$ cat src/rtl/des_ser_pkg.sv
// des_ser_pkg: shared types and constants for the DES result serializer.
//   ser_state_e     - pad handshake FSM states
//   BYTES_PER_BLOCK - bytes streamed per 64-bit result
//   DEPTH           - result buffer depth
//   pick_byte()     - selects byte idx of a result in the configured order
package des_ser_pkg;

  typedef enum logic [1:0] {
    IDLE   = 2'd0,
    SETUP  = 2'd1,
    REQ_HI = 2'd2,
    REQ_LO = 2'd3
  } ser_state_e;

  localparam int unsigned BYTES_PER_BLOCK = 8;
  localparam int unsigned DEPTH           = 2;
  localparam logic [2:0]  LAST_BYTE       = 3'(BYTES_PER_BLOCK - 1);

  // MSB-first order is the LSB-first slot mirrored: slot = 7 - idx = ~idx.
  function automatic logic [7:0] pick_byte(input logic [63:0] data,
                                           input logic [2:0]  idx,
                                           input logic        lsb_first);
    logic [2:0] slot;
    slot = lsb_first ? idx : ~idx;
    return data[{slot, 3'b000} +: 8];
  endfunction

endpackage

$ cat src/rtl/des_ser_fifo2.sv
// des_ser_fifo2: two-entry 64-bit result FIFO.
//   clk, reset  - core clock, synchronous active-high reset
//   push_i      - write request; accepted when not full, or when full and
//                 popping in the same cycle
//   data_i      - result written on an accepted push
//   pop_i       - removes the head entry (ignored when empty)
//   head_o      - oldest entry
//   level_o     - number of entries held, 0..2
//   full_o      - level_o == DEPTH
module des_ser_fifo2
  import des_ser_pkg::*;
(
  input  logic        clk,
  input  logic        reset,
  input  logic        push_i,
  input  logic [63:0] data_i,
  input  logic        pop_i,
  output logic [63:0] head_o,
  output logic [1:0]  level_o,
  output logic        full_o
);

  logic [63:0] mem_q [DEPTH];
  logic        wr_ptr_q;
  logic        rd_ptr_q;
  logic [1:0]  level_q;
  logic        accept;
  logic        pop_ok;

  assign full_o  = (level_q == 2'(DEPTH));
  assign level_o = level_q;
  assign head_o  = mem_q[rd_ptr_q];
  // When full, wr_ptr == rd_ptr: a simultaneous push overwrites the slot
  // being popped, which becomes the new tail once rd_ptr advances.
  assign accept  = push_i && (!full_o || pop_i);
  assign pop_ok  = pop_i && (level_q != '0);

  always_ff @(posedge clk) begin
    if (accept) mem_q[wr_ptr_q] <= data_i;
  end

  always_ff @(posedge clk) begin
    if (reset) begin
      wr_ptr_q <= 1'b0;
      rd_ptr_q <= 1'b0;
      level_q  <= '0;
    end else begin
      if (accept) wr_ptr_q <= ~wr_ptr_q;
      if (pop_ok) rd_ptr_q <= ~rd_ptr_q;
      case ({accept, pop_ok})
        2'b10:   level_q <= level_q + 2'd1;
        2'b01:   level_q <= level_q - 2'd1;
        default: level_q <= level_q;
      endcase
    end
  end

endmodule

$ cat src/rtl/des_result_serializer.sv
// des_result_serializer: buffers DES results (two deep) and streams each as
// eight bytes over a four-phase req/ack pad handshake.
//   clk, reset     - core clock, synchronous active-high reset
//   i_dv, i_data   - one-cycle result valid and 64-bit result
//   i_clr_ovf      - clears the sticky overflow flag (a same-cycle drop wins)
//   pad_ack        - asynchronous host acknowledge (synchronized internally)
//   o_pad_req      - byte request to host
//   o_pad_data     - current byte, stable from SETUP through REQ_LO
//   o_pad_last     - byte 7 of the block is presented
//   o_pad_parity   - odd parity of o_pad_data, built only when
//                    DES_SER_PARITY_EN is defined; otherwise tied to 0
//   o_level        - buffered results including the one in flight
//   o_busy         - FSM not idle
//   o_overflow     - sticky: a result was dropped
//   o_blocks_sent  - completed blocks, wrapping
// Parameters: SYNC_STAGES (2..4) pad_ack synchronizer depth;
//             LSB_FIRST 1 = data[7:0] first, 0 = data[63:56] first.
module des_result_serializer
  import des_ser_pkg::*;
#(
  parameter int unsigned SYNC_STAGES = 2,
  parameter bit          LSB_FIRST   = 1'b1
) (
  input  logic        clk,
  input  logic        reset,
  input  logic        i_dv,
  input  logic [63:0] i_data,
  input  logic        i_clr_ovf,
  input  logic        pad_ack,
  output logic        o_pad_req,
  output logic [7:0]  o_pad_data,
  output logic        o_pad_last,
  output logic        o_pad_parity,
  output logic [1:0]  o_level,
  output logic        o_busy,
  output logic        o_overflow,
  output logic [15:0] o_blocks_sent
);

  logic [SYNC_STAGES-1:0] ack_sync_q;
  logic                   ack_s;

  ser_state_e  state_q, state_d;
  logic [2:0]  byte_idx_q, byte_idx_d;
  logic [7:0]  data_q, data_d;
  logic        req_q, last_q, busy_q;
  logic        ovf_q, ovf_d;
  logic [15:0] blocks_q, blocks_d;
  logic        pop;
  logic        drop;
  logic [63:0] head;
  logic [1:0]  level;
  logic        full;

  des_ser_fifo2 u_fifo (
    .clk     (clk),
    .reset   (reset),
    .push_i  (i_dv),
    .data_i  (i_data),
    .pop_i   (pop),
    .head_o  (head),
    .level_o (level),
    .full_o  (full)
  );

  always_ff @(posedge clk) begin
    if (reset) ack_sync_q <= '0;
    else       ack_sync_q <= {ack_sync_q[SYNC_STAGES-2:0], pad_ack};
  end
  assign ack_s = ack_sync_q[SYNC_STAGES-1];

  assign drop = i_dv && full && !pop;

  always_comb begin
    state_d    = state_q;
    byte_idx_d = byte_idx_q;
    data_d     = data_q;
    pop        = 1'b0;
    case (state_q)
      IDLE: begin
        if (level != '0) begin
          byte_idx_d = '0;
          data_d     = pick_byte(head, 3'd0, LSB_FIRST);
          state_d    = SETUP;
        end
      end
      SETUP:  state_d = REQ_HI;
      REQ_HI: if (ack_s) state_d = REQ_LO;
      REQ_LO: begin
        if (!ack_s) begin
          if (byte_idx_q == LAST_BYTE) begin
            pop        = 1'b1;
            byte_idx_d = '0;
            state_d    = IDLE;
          end else begin
            byte_idx_d = byte_idx_q + 3'd1;
            data_d     = pick_byte(head, byte_idx_q + 3'd1, LSB_FIRST);
            state_d    = SETUP;
          end
        end
      end
      default: state_d = IDLE;
    endcase

    blocks_d = pop ? blocks_q + 16'd1 : blocks_q;
    ovf_d    = drop ? 1'b1 : (i_clr_ovf ? 1'b0 : ovf_q);
  end

  // Handshake outputs are registered from the next state so they change
  // on the same edge as the state itself.
  always_ff @(posedge clk) begin
    if (reset) begin
      state_q    <= IDLE;
      byte_idx_q <= '0;
      data_q     <= '0;
      req_q      <= 1'b0;
      last_q     <= 1'b0;
      busy_q     <= 1'b0;
      ovf_q      <= 1'b0;
      blocks_q   <= '0;
    end else begin
      state_q    <= state_d;
      byte_idx_q <= byte_idx_d;
      data_q     <= data_d;
      req_q      <= (state_d == REQ_HI);
      last_q     <= (state_d != IDLE) && (byte_idx_d == LAST_BYTE);
      busy_q     <= (state_d != IDLE);
      ovf_q      <= ovf_d;
      blocks_q   <= blocks_d;
    end
  end

`ifdef DES_SER_PARITY_EN
  logic parity_q;
  always_ff @(posedge clk) begin
    if (reset) parity_q <= 1'b1;
    else       parity_q <= ~^data_d;
  end
  assign o_pad_parity = parity_q;
`else
  assign o_pad_parity = 1'b0;
`endif

  assign o_pad_req     = req_q;
  assign o_pad_data    = data_q;
  assign o_pad_last    = last_q;
  assign o_level       = level;
  assign o_busy        = busy_q;
  assign o_overflow    = ovf_q;
  assign o_blocks_sent = blocks_q;

endmodule

$ cat config.mk
export PLATFORM = sky130hd
export DESIGN_NAME = des_result_serializer
export DESIGN_NICKNAME = d
export VERILOG_FILES = /design/src/rtl/des_ser_pkg.sv /design/src/rtl/des_ser_fifo2.sv /design/src/rtl/des_result_serializer.sv
export SDC_FILE = /design/constraint.sdc
export NUM_CORES = 1
export LEC_CHECK = 0
export BUFFER_PORTS_ARGS = -buffer_cell sky130_fd_sc_hd__buf_4
export CAP_MARGIN = 20
export CORE_MARGIN = 5
export CORE_UTILIZATION = 43
export CTS_CLUSTER_SIZE = 25
export DETAILED_ROUTE_END_ITERATION = 12
export GPL_TIMING_DRIVEN = 1
export SYNTH_ARGS = -nofsm -noshare
export SYNTH_HDL_FRONTEND = slang
export SYNTH_SLANG_ARGS = --single-unit
$ cat constraint.sdc
create_clock -name clk -period 4.95 [get_ports clk]
set_clock_uncertainty 0.05 [all_clocks]
set_input_delay 0.2475 -clock clk [delete_from_list [all_inputs] [get_ports clk]]
set_output_delay 0.2475 -clock clk [all_outputs]
set_load 0.02 [all_outputs]
* Word-level counts from Yosys, hierarchy flattened *
Memory sizes are Yosys's and may differ from the RTL's. A register that Yosys moved wholly into a read port is not among the register bits.
Cells that the tools add are included.

storage, ports and cells
  register bits = 39
  word-level logic and storage cells = 70
  bits in writable memories = 128
  memories kept = 1
  output and inout bits = 31

memories
  name          depth  bits a word  rd ports  clocked after Yosys merged registers in  wr ports  RTL line             source
  u_fifo.mem_q  2      64           1         1                                        1         des_ser_fifo2.sv:23  logic [63:0] mem_q [DEPTH];

operators by class
  add/subtract/negate cells = 4
  bitwise operators = 2
  reduce and logical (&&, ||, !) cells = 15
  mux-type cells = 23
  equality and inequality tests = 12
  shift operators = 1

operators by type and width
  cell                                               number
  variable part select 64 x 7 -> 8 bit               1
  two-way mux 8 bit                                  3
  adder 16 x 1 -> 16 bit (second input constant)     1
  case mux 8 bit (2 select lines)                    1
  == test 2 bit (second input constant)              5
  two-way mux 1 bit                                  10
  nonzero test 2 bit                                 5
  two-way mux 3 bit                                  3
  case mux 2 bit (4 select lines)                    1
  == test 3 bit (second input constant)              2
  two-way mux 2 bit                                  3
  != test 2 bit (second input constant)              3
  case mux 3 bit (2 select lines)                    1
  logical AND 1 bit                                  5
  == test 2 x 1 -> 1 bit (second input constant)     2
  case mux 2 bit (2 select lines)                    1
  AND reduction 4 bit                                1
  adder 3 x 1 -> 3 bit (second input constant)       1
  adder 2 x 1 -> 2 bit (second input constant)       1
  zero test 1 bit                                    2
  zero test 2 bit                                    1
  inverter 1 bit                                     2
  subtractor 2 x 1 -> 2 bit (second input constant)  1
  logical OR 1 bit                                   1

* Logic depth before layout (Yosys ltp) *
Gate-level depths: netlist of the first run.

  word-level depth = 8
  mapped depth = 9
  depth with buffers taken out = 8

* By module *
Synthesis of the first run repeated with hierarchy kept, for this count alone.

second synthesis, totals
  cell total of the unflattened synthesis = 462
  area total of the unflattened synthesis = 6,981.7 um^2

by module, submodules not included
  module                 area each (um^2)  times used  sequential area each (um^2)  cells an instance
  des_ser_fifo2          4,828.4           1           3,943.8                      224
  des_result_serializer  2,153.3           1           700.7                        238

* Least setup slack after synthesis of the first run *
Ideal clock, no wire load.

  kind = register to register
  start point = register byte_idx_q[0]
  end point = memory u_fifo.mem_q[0][0], enable pin
  arrival time = 3.806 ns
  cell stages (with the launch flop) = 7
  slack = 0.607 ns
  library setup time = 0.486 ns
  period minus slack after synthesis = 4.343 ns
  path buffers = 1
  cells stage by stage = dfxtp_1 -> ha_1 -> ha_1 -> and3b_1 -> buf_4 -> o21ai_1 -> nor2_1

on the way
  word-level cells in the longest chain between the ends = 8

RTL lines
  element                                  RTL line                      source
  start: declaration                       des_result_serializer.sv:44   logic [2:0] byte_idx_q, byte_idx_d;
  start signal: assignment                 des_result_serializer.sv:123  byte_idx_q <= byte_idx_d;
  == test 3 bit                            des_result_serializer.sv:91   if (byte_idx_q == LAST_BYTE) begin
  two-way mux 1 bit                        des_result_serializer.sv:91
  two-way mux 1 bit                        des_result_serializer.sv:90   if (!ack_s) begin
  two-way mux 1 bit                        des_result_serializer.sv:79   case (state_q)
  logical OR 1 bit                         des_ser_fifo2.sv:35           assign accept = push_i && (!full_o || pop_i);
  logical AND 1 bit                        des_ser_fifo2.sv:35
  two-way mux 1 bit                        des_ser_fifo2.sv:39           if (accept) mem_q[wr_ptr_q] <= data_i;
  two-way mux 1 bit (implied by the code)  des_ser_fifo2.sv:39
  end: declaration                         des_ser_fifo2.sv:23

Every way passes these cells.

* Worst setup path after layout of the first run *
  start point = register byte_idx_q[0]
  end point = memory u_fifo.mem_q[1][62], enable pin

Same word-level chain as after synthesis.

==> run summary, run 1 <==
================================================================================
Result of the run                                                   finished clean
Number of failing hold endpoints at the final stage                            0
CTS Buf Count                                                                 17
Final clock period utilization by the worst path                           73.4%
Ant. Diodes                                                                    0
Master cell of the clock root buffer                                   clkbuf_16
Sink count of the clock tree                                                 168
DRT met1 WL                                                              6000 um
Number of standard cells in the layout, taps in and fillers out              833
Post-Syn Area                                                          6860 um^2
Antenna Violating Nets Remaining                                               0
Worst skew pair latency                                                  0.42 ns
Max Cap Violations                                                             0
Placeable core area                                                   15800 um^2
Number of filler instances in the final layout                              1286
Synth warn                                                                     0
Met2 WL                                                                  7070 um
Count of cell types in the netlist                                            52
Hold/Removal Path Class                                                in -> reg
Kind of start point of the critical path                               flip-flop
Required time worst endpoint                                             5.00 ns
Footprint of the flip-flops and latches                                4650 um^2
Cells resized by post-CTS repair                                               0
Slew at the pin with the worst max-slew slack                            1.02 ns
Post-synthesis sequential area ratio                                       67.7%
EDFF count, synth                                                            128
Utilization of the core after routing                                      57.3%
Worst vdd ir                                                            0.294 mV
Type of element capturing the critical path                            flip-flop
Worst-case register-to-register setup slack                              1.32 ns
DR WL met3                                                                746 um
Unrepaired setup endpoints after global routing                            false
Endpoint of the lowest-slack register-to-register path              u_fifo.mem_q[1][62]
Synth Net Count                                                              515
Cells after DPL                                                              736
Total number of vias                                                        4209
Critical path arrival                                                    3.69 ns
Shortest period the worst path allows                                    3.63 ns
Number of cells on the worst reg-to-reg path                                   6
Top-Level Pins                                                               100
Mapped Cells                                                                 438
Die extent in x                                                           136 um
Total routing usage reported by global routing                             16.0%
P per Cell Area                                                      398 nW/um^2
Library cell with the highest instance count after synthesis            edfxtp_1
Number of cell rows                                                           46
Area of the multi-input gates                                          2060 um^2
Top Layer Used                                                              met4
Port buffer count                                                             98
Starting Density                                                           43.5%
Clock slew at reported path FFs                                          0.06 ns
Average instance area after synthesis                                  15.7 um^2
Post-Route WL                                                           14000 um
Max Freq                                                                 275 MHz
Dominant register cell in the synthesized netlist                       edfxtp_1
Cell types occupying the most area after synthesis                  edfxtp_1, dfxtp_1, mux4_1, mux4_2, mux2i_1
Worst-path maximum fanout                                                     41
Antenna violations before repair                                               0
Die Ht                                                                    136 um
Number of instances on the worst hold path                                     3
Worst slack on hold paths                                              0.0903 ns
DRC violation total after the first TritonRoute iteration                    220
Dpl hpwl                                                                 8920 um
Cell taking the most area after synthesis                               edfxtp_1
Share of synthesized flip-flops with an asynchronous set or reset             0%
Summed negative setup slack over all endpoints                              0 ns
Detail-routed via count per cell                                            5.05
Pin count of the biggest net entering global routing                          65
H-Tree Depth                                                                   4
Global-route wire length before repair                                  22500 um
Number of global-route vias before repair                                   4309
Total congestion overflow after global routing                                 0
Synth-to-layout area growth                                                31.8%
DR WL/cell                                                               16.8 um
Largest buffer count on any clock path                                         2
Length of the first detailed-routing pass in iterations                        4
Area share of the largest cell type after synthesis                        56.0%
Commonest cells in the netlist                                      edfxtp_1, dfxtp_1, nor2_1
TritonCTS clock tree                                                       built
Die Footprint                                                         18600 um^2
End of the worst hold path                                            o_overflow
Startpoint of the tightest hold check path                             i_clr_ovf
Rel. slew slack                                                            32.1%
Residual DRC count                                                             0
R2r startpoint                                                      byte_idx_q[0]
Start-to-end type of the worst setup path                             reg -> reg
Final weighted congestion of routability-driven global placement           0.732
Fraction of final layout cells with drive strength greater than 1          25.1%
Standby leakage power                                                    3.23 nW
Post-layout nets                                                             681
Register bit total from synthesis                                            168
Final setup violation count                                                    0
Pins over their slew limit                                                     0
Total Power                                                              3.60 mW
================================================================================
## cell type report
class	instances	area share (%)
Clock buffer	24	6.16
Multi-Input combinational cell	242	22.8
Clock inverter	8	0.581
Tap cell	216	2.99
Inverter	8	0.332
Timing Repair Buffer	167	15.8
Sequential cell	168	51.4
## registers in the layout, indices dropped and copies added (netlist names), named ones only
name	flops
u_fifo.mem_q	128
o_blocks_sent	16
o_pad_data	8
byte_idx_q	3
ack_sync_q	2
state_q	2
u_fifo.level_o	2
o_busy	1
o_overflow	1
o_pad_last	1
o_pad_req	1
u_fifo.rd_ptr_q	1
u_fifo.wr_ptr_q	1
## logic make-up after synthesis
group           after synthesis  share of synthesized area, %
compound gates               62                          5.65
other cells                   1                        0.0547
simple gates                107                          8.48
buf+inv                      28                          2.52
mux                          49                          12.2
flops                       168                          67.7
xor+xnor                     15                          1.92
fa+ha+maj                     8                          1.46
## critical path, cell delays in order, from the launching register on
cell and delay (ns):
dfxtp_2 1.00, ha_1 0.32, ha_1 0.19, and3b_1 0.42, o21ai_1 0.30, nor2_4 0.67, buf_12 0.33
## power by group
| group | internal [mW] | switching, mW |
|---|---|---|
| combinational | 0.254 | 0.304 |
| clock | 0.790 | 0.527 |
| sequential | 1.66 | 0.0702 |
| total | 2.70 | 0.901 |
## layout by cell type, fill, tap and decap left out, types with 9 or more instances in the layout
master           n
edfxtp_1       128
buf_4          101
dlygate4sd3_1   65
dfxtp_1         38
nor2_1          24
clkbuf_16       21
mux2i_1         20
nand2_1         19
o21ai_0         15
mux4_1          14
a21oi_1         13
nor3_1          13
nor2b_1         11
inv_1            9
xnor2_1          9
mux4_2           9
o22ai_1          9
## what timing repair did
| item | 4_1_cts | 5_1_grt |
|---|---|---|
| hold endpoints to repair | 129 | 0 |
| buffers inserted | 0 | 0 |
| hold buffers | 65 | 0 |
## metrics by stage
step | area [um^2] | worst slack (ns)
final | 9040 | 1.32
after detailed placement | 7780 | 1.28
after global routing | 9040 | 1.04
after floorplan | 6860 | 0.607
after global placement | 7780 | 1.33
after CTS | 9040 | 1.25
## worst max-delay path by stage
stage                              from  slack [ns]                  end  cells after the start
after global routing      byte_idx_q[0]        1.04  u_fifo.mem_q[1][16]                      6
final                     byte_idx_q[0]        1.32  u_fifo.mem_q[1][62]                      6
after floorplan           byte_idx_q[0]        0.61   u_fifo.mem_q[0][0]                      6
after detailed placement  byte_idx_q[0]        1.28  u_fifo.mem_q[1][21]                      6
after global placement    byte_idx_q[0]        1.33  u_fifo.mem_q[1][21]                      6
after CTS                 byte_idx_q[0]        1.25   u_fifo.mem_q[1][3]                      6
## routing by layer
layer	vias up	global-route usage [%]
li1	2032	-
met1	2052	20.2
met2	105	27.1
met3	20	4.15
met4	0	4.93
met5	-	0
(Power assumes the default switching activity.)
==> run 2, diff against run 1 <==
--- a/config.mk
+++ b/config.mk
@@ -12,6 +12,7 @@
 export CTS_CLUSTER_SIZE = 25
 export DETAILED_ROUTE_END_ITERATION = 12
 export GPL_TIMING_DRIVEN = 1
+export PLACE_DENSITY = 0.65
 export SYNTH_ARGS = -nofsm -noshare
 export SYNTH_HDL_FRONTEND = slang
 export SYNTH_SLANG_ARGS = --single-unit
==> constraint.sdc (replaced) <==
create_clock -name clk -period 3.3 [get_ports clk]
set_clock_uncertainty 0.05 [all_clocks]
set_input_delay 0.165 -clock clk [delete_from_list [all_inputs] [get_ports clk]]
set_output_delay 0.165 -clock clk [all_outputs]
set_load 0.02 [all_outputs]
==> run summary, run 2 (same netlist as run 1, synthesis figures left out) <==
================================================================================
Result of the run                                                   finished clean   unchanged
Global-route wire length before repair                                  23100 um   was 22500 um
Die Ht                                                                    136 um   unchanged
Ant. Diodes                                                                    0   unchanged
Starting Density                                                           43.5%   unchanged
Standby leakage power                                                    3.19 nW   was 3.23 nW
Largest buffer count on any clock path                                         2   unchanged
Port buffer count                                                             98   unchanged
Total routing usage reported by global routing                             16.4%   was 16.0%
Worst-path maximum fanout                                                     64   was 41
Total number of vias                                                        4270   was 4209
Number of flip-flops under the largest register name                         128   unchanged
Post-Route WL                                                           14300 um   was 14000 um
Antenna Violating Nets Remaining                                               0   unchanged
TritonCTS clock tree                                                       built   unchanged
End of the worst hold path                                            o_overflow   unchanged
Startpoint of the tightest hold check path                                  i_dv   was i_clr_ovf
Cells resized by post-CTS repair                                               0   unchanged
Final weighted congestion of routability-driven global placement           0.747   was 0.732
Number of cells on the worst reg-to-reg path                                   6   unchanged
Start-to-end type of the worst setup path                             reg -> reg   unchanged
Antenna violations before repair                                               0   unchanged
Die Footprint                                                         18600 um^2   unchanged
Max Cap Violations                                                             0   unchanged
Most common library cell in the layout ignoring fill and taps           edfxtp_1   unchanged
Worst slack on hold paths                                              0.0812 ns   was 0.0903 ns
Residual DRC count                                                             0   unchanged
Type of element capturing the critical path                            flip-flop   unchanged
Worst-case register-to-register setup slack                              0.57 ns   was 1.32 ns
P per Cell Area                                                      580 nW/um^2   was 398 nW/um^2
Rel. slew slack                                                            29.6%   was 32.1%
Worst vdd ir                                                            0.423 mV   was 0.294 mV
Most used cells in the layout excluding fill and tap cells          edfxtp_1, buf_4, dlygate4sd3_1   unchanged
Max Freq                                                                 367 MHz   was 275 MHz
DRC violation total after the first TritonRoute iteration                    221   was 220
Top reg by flops                                                    u_fifo.mem_q   unchanged
Sink count of the clock tree                                                 168   unchanged
Synth-to-layout area growth                                                30.8%   was 31.8%
Total Power                                                              5.20 mW   was 3.60 mW
Length of the first detailed-routing pass in iterations                        4   unchanged
Top-Level Pins                                                               100   unchanged
H-Tree Depth                                                                   4   unchanged
Detail-routed via count per cell                                            5.11   was 5.05
Required time worst endpoint                                             3.30 ns   was 5.00 ns
R2r startpoint                                                      byte_idx_q[1]   was byte_idx_q[0]
Number of global-route vias before repair                                   4464   was 4309
Master cell of the clock root buffer                                   clkbuf_16   unchanged
Post-layout nets                                                             685   was 681
Number of instances on the worst hold path                                     4   was 3
Summed negative setup slack over all endpoints                              0 ns   unchanged
CTS Buf Count                                                                 17   unchanged
Slew at the pin with the worst max-slew slack                            1.06 ns   was 1.02 ns
Kind of start point of the critical path                               flip-flop   unchanged
Unrepaired setup endpoints after global routing                            false   unchanged
Final setup violation count                                                    0   unchanged
Worst skew pair latency                                                  0.42 ns   about the same
Critical path arrival                                                    2.73 ns   was 3.69 ns
Hold/Removal Path Class                                                in -> reg   unchanged
Number of failing hold endpoints at the final stage                            0   unchanged
Pin count of the biggest net entering global routing                          65   unchanged
Placeable core area                                                   15800 um^2   unchanged
Die extent in x                                                           136 um   unchanged
Pre-CTS setup slack                                                     0.549 ns   was 1.28 ns
Pins over their slew limit                                                     0   unchanged
Total congestion overflow after global routing                                 0   unchanged
Clock slew at reported path FFs                                          0.06 ns   about the same
Final clock period utilization by the worst path                           82.7%   was 73.4%
Endpoint of the lowest-slack register-to-register path              u_fifo.mem_q[1][50]   was u_fifo.mem_q[1][62]
Shortest period the worst path allows                                    2.73 ns   was 3.63 ns
Fraction of final layout cells with drive strength greater than 1          24.4%   was 25.1%
Number of cell rows                                                           46   unchanged
Dpl hpwl                                                                 9190 um   was 8920 um
DR WL/cell                                                               17.1 um   was 16.8 um
Worst Setup Slack, final                                                0.572 ns   was 1.32 ns
================================================================================
==> run 2: changes by cell type in the layout (fill, tap and decap cells not counted), sizes merged <==
cell,previous run,this run
dlygate4sd3,65,66
buf,102,105
clkbuf,24,20
bufinv,0,1
clkinvlp,0,1
inv,12,8
clkinv,4,9
==> run 2: what timing repair did <==
action | 4_1_cts | 5_1_grt
endpoints found under the setup margin | 0 | 0
hold buffers | 66 | 0
buffers inserted | 0 | 0
endpoints found under the hold margin | 130 | 0
==> run 2: through the flow <==
stage	instance area (um^2)	util, %	instances
finish	8970	56.9	836
detailed placement	7790	49.4	739
global route	8970	56.9	836
global placement	7790	49.4	739
CTS	8970	56.9	836
floorplan	6860	-	438
==> run 2: power breakdown <==
part	leakage [nW]	internal (mW)	switching (mW)	total [mW]
Sequential	1.52	2.49	0.0789	2.57
Combinational	1.42	0.382	0.483	0.865
Clock	0.251	1.02	0.756	1.77
Total	3.19	3.89	1.32	5.20
==> run 2: critical path: stages (launching register included) <==
cell and delay [ns]:
dfxtp_1 0.34, ha_1 0.19, ha_1 0.19, and3b_1 0.41
o21ai_1 0.31, nor2_4 0.14, buf_4 0.68
==> run 2: final cells by class <==
type,count,area [um^2]
Fill cell,1275,6800
Sequential cell,168,4650
Multi-Input combinational cell,242,2060
Timing Repair Buffer,171,1450
Clock buffer,20,437
Tap cell,216,270
Clock inverter,11,83.8
Inverter,8,30.0
==> run 2: worst max path at each step <==
stage                   from                   to  depth (start not counted)
3_5_place_dp   byte_idx_q[1]  u_fifo.mem_q[1][26]                          6
3_3_place_gp   byte_idx_q[1]  u_fifo.mem_q[1][26]                          6
6_report       byte_idx_q[1]  u_fifo.mem_q[1][50]                          6
5_1_grt        byte_idx_q[1]  u_fifo.mem_q[0][54]                          6
2_1_floorplan  byte_idx_q[0]   u_fifo.mem_q[0][0]                          6
4_1_cts        byte_idx_q[1]  u_fifo.mem_q[1][41]                          6
==> run 2: routing by layer <==
metal	wire (um)	part of all wire [%]	up-vias	global-route usage (%)
met5	0	0	-	0
met1	6030	42	2099	20.4
met3	668	4.7	20	4.48
li1	-	-	2049	-
met2	7380	52	102	27.9
met4	201	1.4	0	5.15
==> run 3, diff against run 2 <==
--- a/config.mk
+++ b/config.mk
@@ -5,6 +5,7 @@
 export SDC_FILE = /design/constraint.sdc
 export NUM_CORES = 1
 export LEC_CHECK = 0
+export ABC_AREA = 1
 export BUFFER_PORTS_ARGS = -buffer_cell sky130_fd_sc_hd__buf_4
 export CAP_MARGIN = 20
 export CORE_MARGIN = 5
@@ -12,7 +13,6 @@
 export CTS_CLUSTER_SIZE = 25
 export DETAILED_ROUTE_END_ITERATION = 12
 export GPL_TIMING_DRIVEN = 1
-export PLACE_DENSITY = 0.65
 export SYNTH_ARGS = -nofsm -noshare
 export SYNTH_HDL_FRONTEND = slang
 export SYNTH_SLANG_ARGS = --single-unit
==> constraint.sdc (replaced) <==
create_clock -name clk -period 2.3 [get_ports clk]
set_clock_uncertainty 0.05 [all_clocks]
set_input_delay 0.115 -clock clk [delete_from_list [all_inputs] [get_ports clk]]
set_output_delay 0.115 -clock clk [all_outputs]
set_load 0.02 [all_outputs]
==> run summary, run 3 <==
================================================================================
Max Freq                                                                 496 MHz   was 367 MHz
Detail-routed via count per cell                                            4.84   was 5.11
Critical path arrival                                                    2.28 ns   was 2.73 ns
Complex-gate fraction of the synthesized area                              3.79%   was 5.65%
Port buffer count                                                             98   unchanged
Max Cap Violations                                                             0   unchanged
Sink count of the clock tree                                                 168   unchanged
Commonest cells in the netlist                                      nand2_1, edfxtp_1, nand3_1   was edfxtp_1, dfxtp_1, nor2_1
Starting Density                                                           43.4%   was 43.5%
Pre-CTS setup slack                                                     0.327 ns   was 0.549 ns
Global-route wire length before repair                                  28700 um   was 23100 um
Top reg by flops                                                    u_fifo.mem_q   unchanged
Pins over their slew limit                                                     0   unchanged
Number of hold buffers added after CTS                                        67   was 66
Fraction of final layout cells with drive strength greater than 1          18.6%   was 24.4%
Worst Setup Slack, final                                                0.285 ns   was 0.572 ns
Required time worst endpoint                                             2.56 ns   was 3.30 ns
Worst vdd ir                                                            0.591 mV   was 0.423 mV
Average instance area after synthesis                                  9.64 um^2   was 15.7 um^2
Number of failing hold endpoints at the final stage                            0   unchanged
Library cell with the highest instance count after synthesis             nand2_1   was edfxtp_1
Die Ht                                                                    141 um   was 136 um
Shortest period the worst path allows                                    2.02 ns   was 2.73 ns
Number of global-route vias before repair                                   5658   was 4464
Final weighted congestion of routability-driven global placement           0.826   was 0.747
Final clock period utilization by the worst path                           87.6%   was 82.7%
Start-to-end type of the worst setup path                             reg -> reg   unchanged
Post-CTS setup-driven buffer insertion count                                   0   unchanged
Total number of vias                                                        5677   was 4270
Worst slack on hold paths                                              0.0233 ns   was 0.0812 ns
Master cell of the clock root buffer                                   clkbuf_16   unchanged
CTS Buf Count                                                                 17   unchanged
TritonCTS clock tree                                                       built   unchanged
Share of synthesized flip-flops with an asynchronous set or reset             0%   unchanged
DRC violation total after the first TritonRoute iteration                    368   was 221
Antenna Violating Nets Remaining                                               0   unchanged
Post-synthesis sequential area ratio                                       62.6%   was 67.7%
Worst skew pair latency                                                  0.42 ns   about the same
Worst-path maximum fanout                                                     13   was 64
Register bit total from synthesis                                            168   unchanged
Residual DRC count                                                             0   unchanged
Dominant register cell in the synthesized netlist                       edfxtp_1   unchanged
Die Footprint                                                         20000 um^2   was 18600 um^2
Synth-to-layout area growth                                                30.2%   was 30.8%
Final setup violation count                                                    0   unchanged
Standby leakage power                                                    4.09 nW   was 3.19 nW
Cell taking the most area after synthesis                               edfxtp_1   unchanged
Count of cell types in the netlist                                            37   was 52
Adder and majority cell fraction of the synthesized area                   1.35%   was 1.46%
Ant. Diodes                                                                    0   unchanged
Number of cell rows                                                           48   was 46
Total Power                                                              7.41 mW   was 5.20 mW
Synth warn                                                                     0   unchanged
Top-Level Pins                                                               100   unchanged
Post-Route WL                                                           17300 um   was 14300 um
Cells resized by post-CTS repair                                               0   unchanged
Pin count of the biggest net entering global routing                          66   was 65
Unrepaired setup endpoints after global routing                            false   unchanged
Clock slew at reported path FFs                                          0.06 ns   about the same
Largest family of logic cells by synthesized area                   simple AND/OR/NAND/NOR gates   was multiplexers
Number of instances on the worst hold path                                     3   was 4
Type of element capturing the critical path                            flip-flop   unchanged
XOR/XNOR Fraction of Synth Area                                           0.472%   was 1.92%
Dpl hpwl                                                                11400 um   was 9190 um
Number of cells on the worst reg-to-reg path                                   8   was 6
Kind of start point of the critical path                               flip-flop   unchanged
Total congestion overflow after global routing                                 0   unchanged
Post-Synth Simple-Gate Area                                                23.9%   was 8.48%
Most common library cell in the layout ignoring fill and taps            nand2_1   was edfxtp_1
Antenna violations before repair                                               0   unchanged
Post-Syn Area                                                          7420 um^2   was 6860 um^2
Number of flip-flops under the largest register name                         128   unchanged
Synth Net Count                                                              847   was 515
Post-layout nets                                                            1012   was 685
Mapped Cells                                                                 770   was 438
Placeable core area                                                   17100 um^2   was 15800 um^2
Length of the first detailed-routing pass in iterations                        4   unchanged
EDFF count, synth                                                            128   unchanged
Utilization of the core after routing                                      56.5%   was 56.9%
DR WL/cell                                                               14.8 um   was 17.1 um
Multiplexer share of the synthesized area                                     0%   was 12.2%
Die extent in x                                                           141 um   was 136 um
Hold/Removal Path Class                                                in -> reg   unchanged
Result of the run                                                   finished clean   unchanged
Cell types occupying the most area after synthesis                  edfxtp_1, nand2_1, dfxtp_1, nand3_1, inv_1   was edfxtp_1, dfxtp_1, mux4_1, mux4_2, mux2i_1
Area share of the largest cell type after synthesis                        51.8%   was 56.0%
Total routing usage reported by global routing                             18.0%   was 16.4%
Most used cells in the layout excluding fill and tap cells          nand2_1, edfxtp_1, nand3_1   was edfxtp_1, buf_4, dlygate4sd3_1
H-Tree Depth                                                                   4   unchanged
Largest buffer count on any clock path                                         2   unchanged
P per Cell Area                                                      767 nW/um^2   was 580 nW/um^2
================================================================================
[run 3: cell count changes after synthesis, sizes merged, moves of 6 or more]
cell,delta
a21oi,+15
buf,+8
inv,+97
mux2,-6
mux2i,-20
mux4,-23
nand2,+201
nand2b,-7
nand3,+109
nor2,+20
nor2b,-11
o21ai,-7
or3,-8
xnor2,-7
[run 3: layer usage]
metal / vias up / track usage [%] / part of all wire, %
li1: 2857 / - / -
met1: 2672 / 24.9 / 46
met2: 136 / 29.1 / 48
met3: 12 / 3.44 / 4.7
met4: 0 / 5.30 / 1.1
met5: - / 0 / 0
[run 3: layout make-up]
cell class                 count  area [um^2]
clock inverter                13         87.6
multi-input combinational    462         2260
inverter                     107          404
sequential                   168         4650
fill                        1494         7450
tap                          225          282
timing repair buffer         179         1550
clock buffer                  19          433
[run 3: report_power, final]
part           switching, mW  total [mW]  internal [mW]
clock                   1.11        2.56           1.46
sequential             0.118        3.63           3.51
combinational          0.711        1.22          0.510
total                   1.93        7.41           5.48
[run 3: final timing paths]
kind | startpoint | end | slack (ns)
max | state_q[0] | o_overflow | 0.28
min | i_dv | u_fifo.wr_ptr_q | 0.02
max reg2reg | state_q[0] | o_overflow | 0.28
min reg2reg | ack_sync_q[0] | ack_sync_q[1] | 0.35
[run 3: per-stage QoR]
stage | area (um^2) | instances | TNS (ns)
global route | 9660 | 1173 | 0
global placement | 8470 | 1074 | 0
CTS | 9660 | 1173 | 0
detailed placement | 8470 | 1074 | 0
floorplan | 7490 | 770 | -31.64
finish | 9660 | 1173 | 0
[run 3: critical path, cell delays in order (launching register included)]
cell	delay, ns
dfxtp_1	0.42
ha_1	0.25
nand2_4	0.08
nor2_4	0.13
inv_4	0.05
buf_4	0.19
nand4_1	0.09
a21oi_1	0.06
dlygate4sd3_1	0.57
[run 3: cell families (layout without fill, tap and decap cells)]
kind of cell,count (synthesis),in the layout
compound gates,47,47
xor+xnor,4,4
fa+ha+maj,8,8
buf+inv,140,318
flops,168,168
other cells,1,1
simple gates,402,402
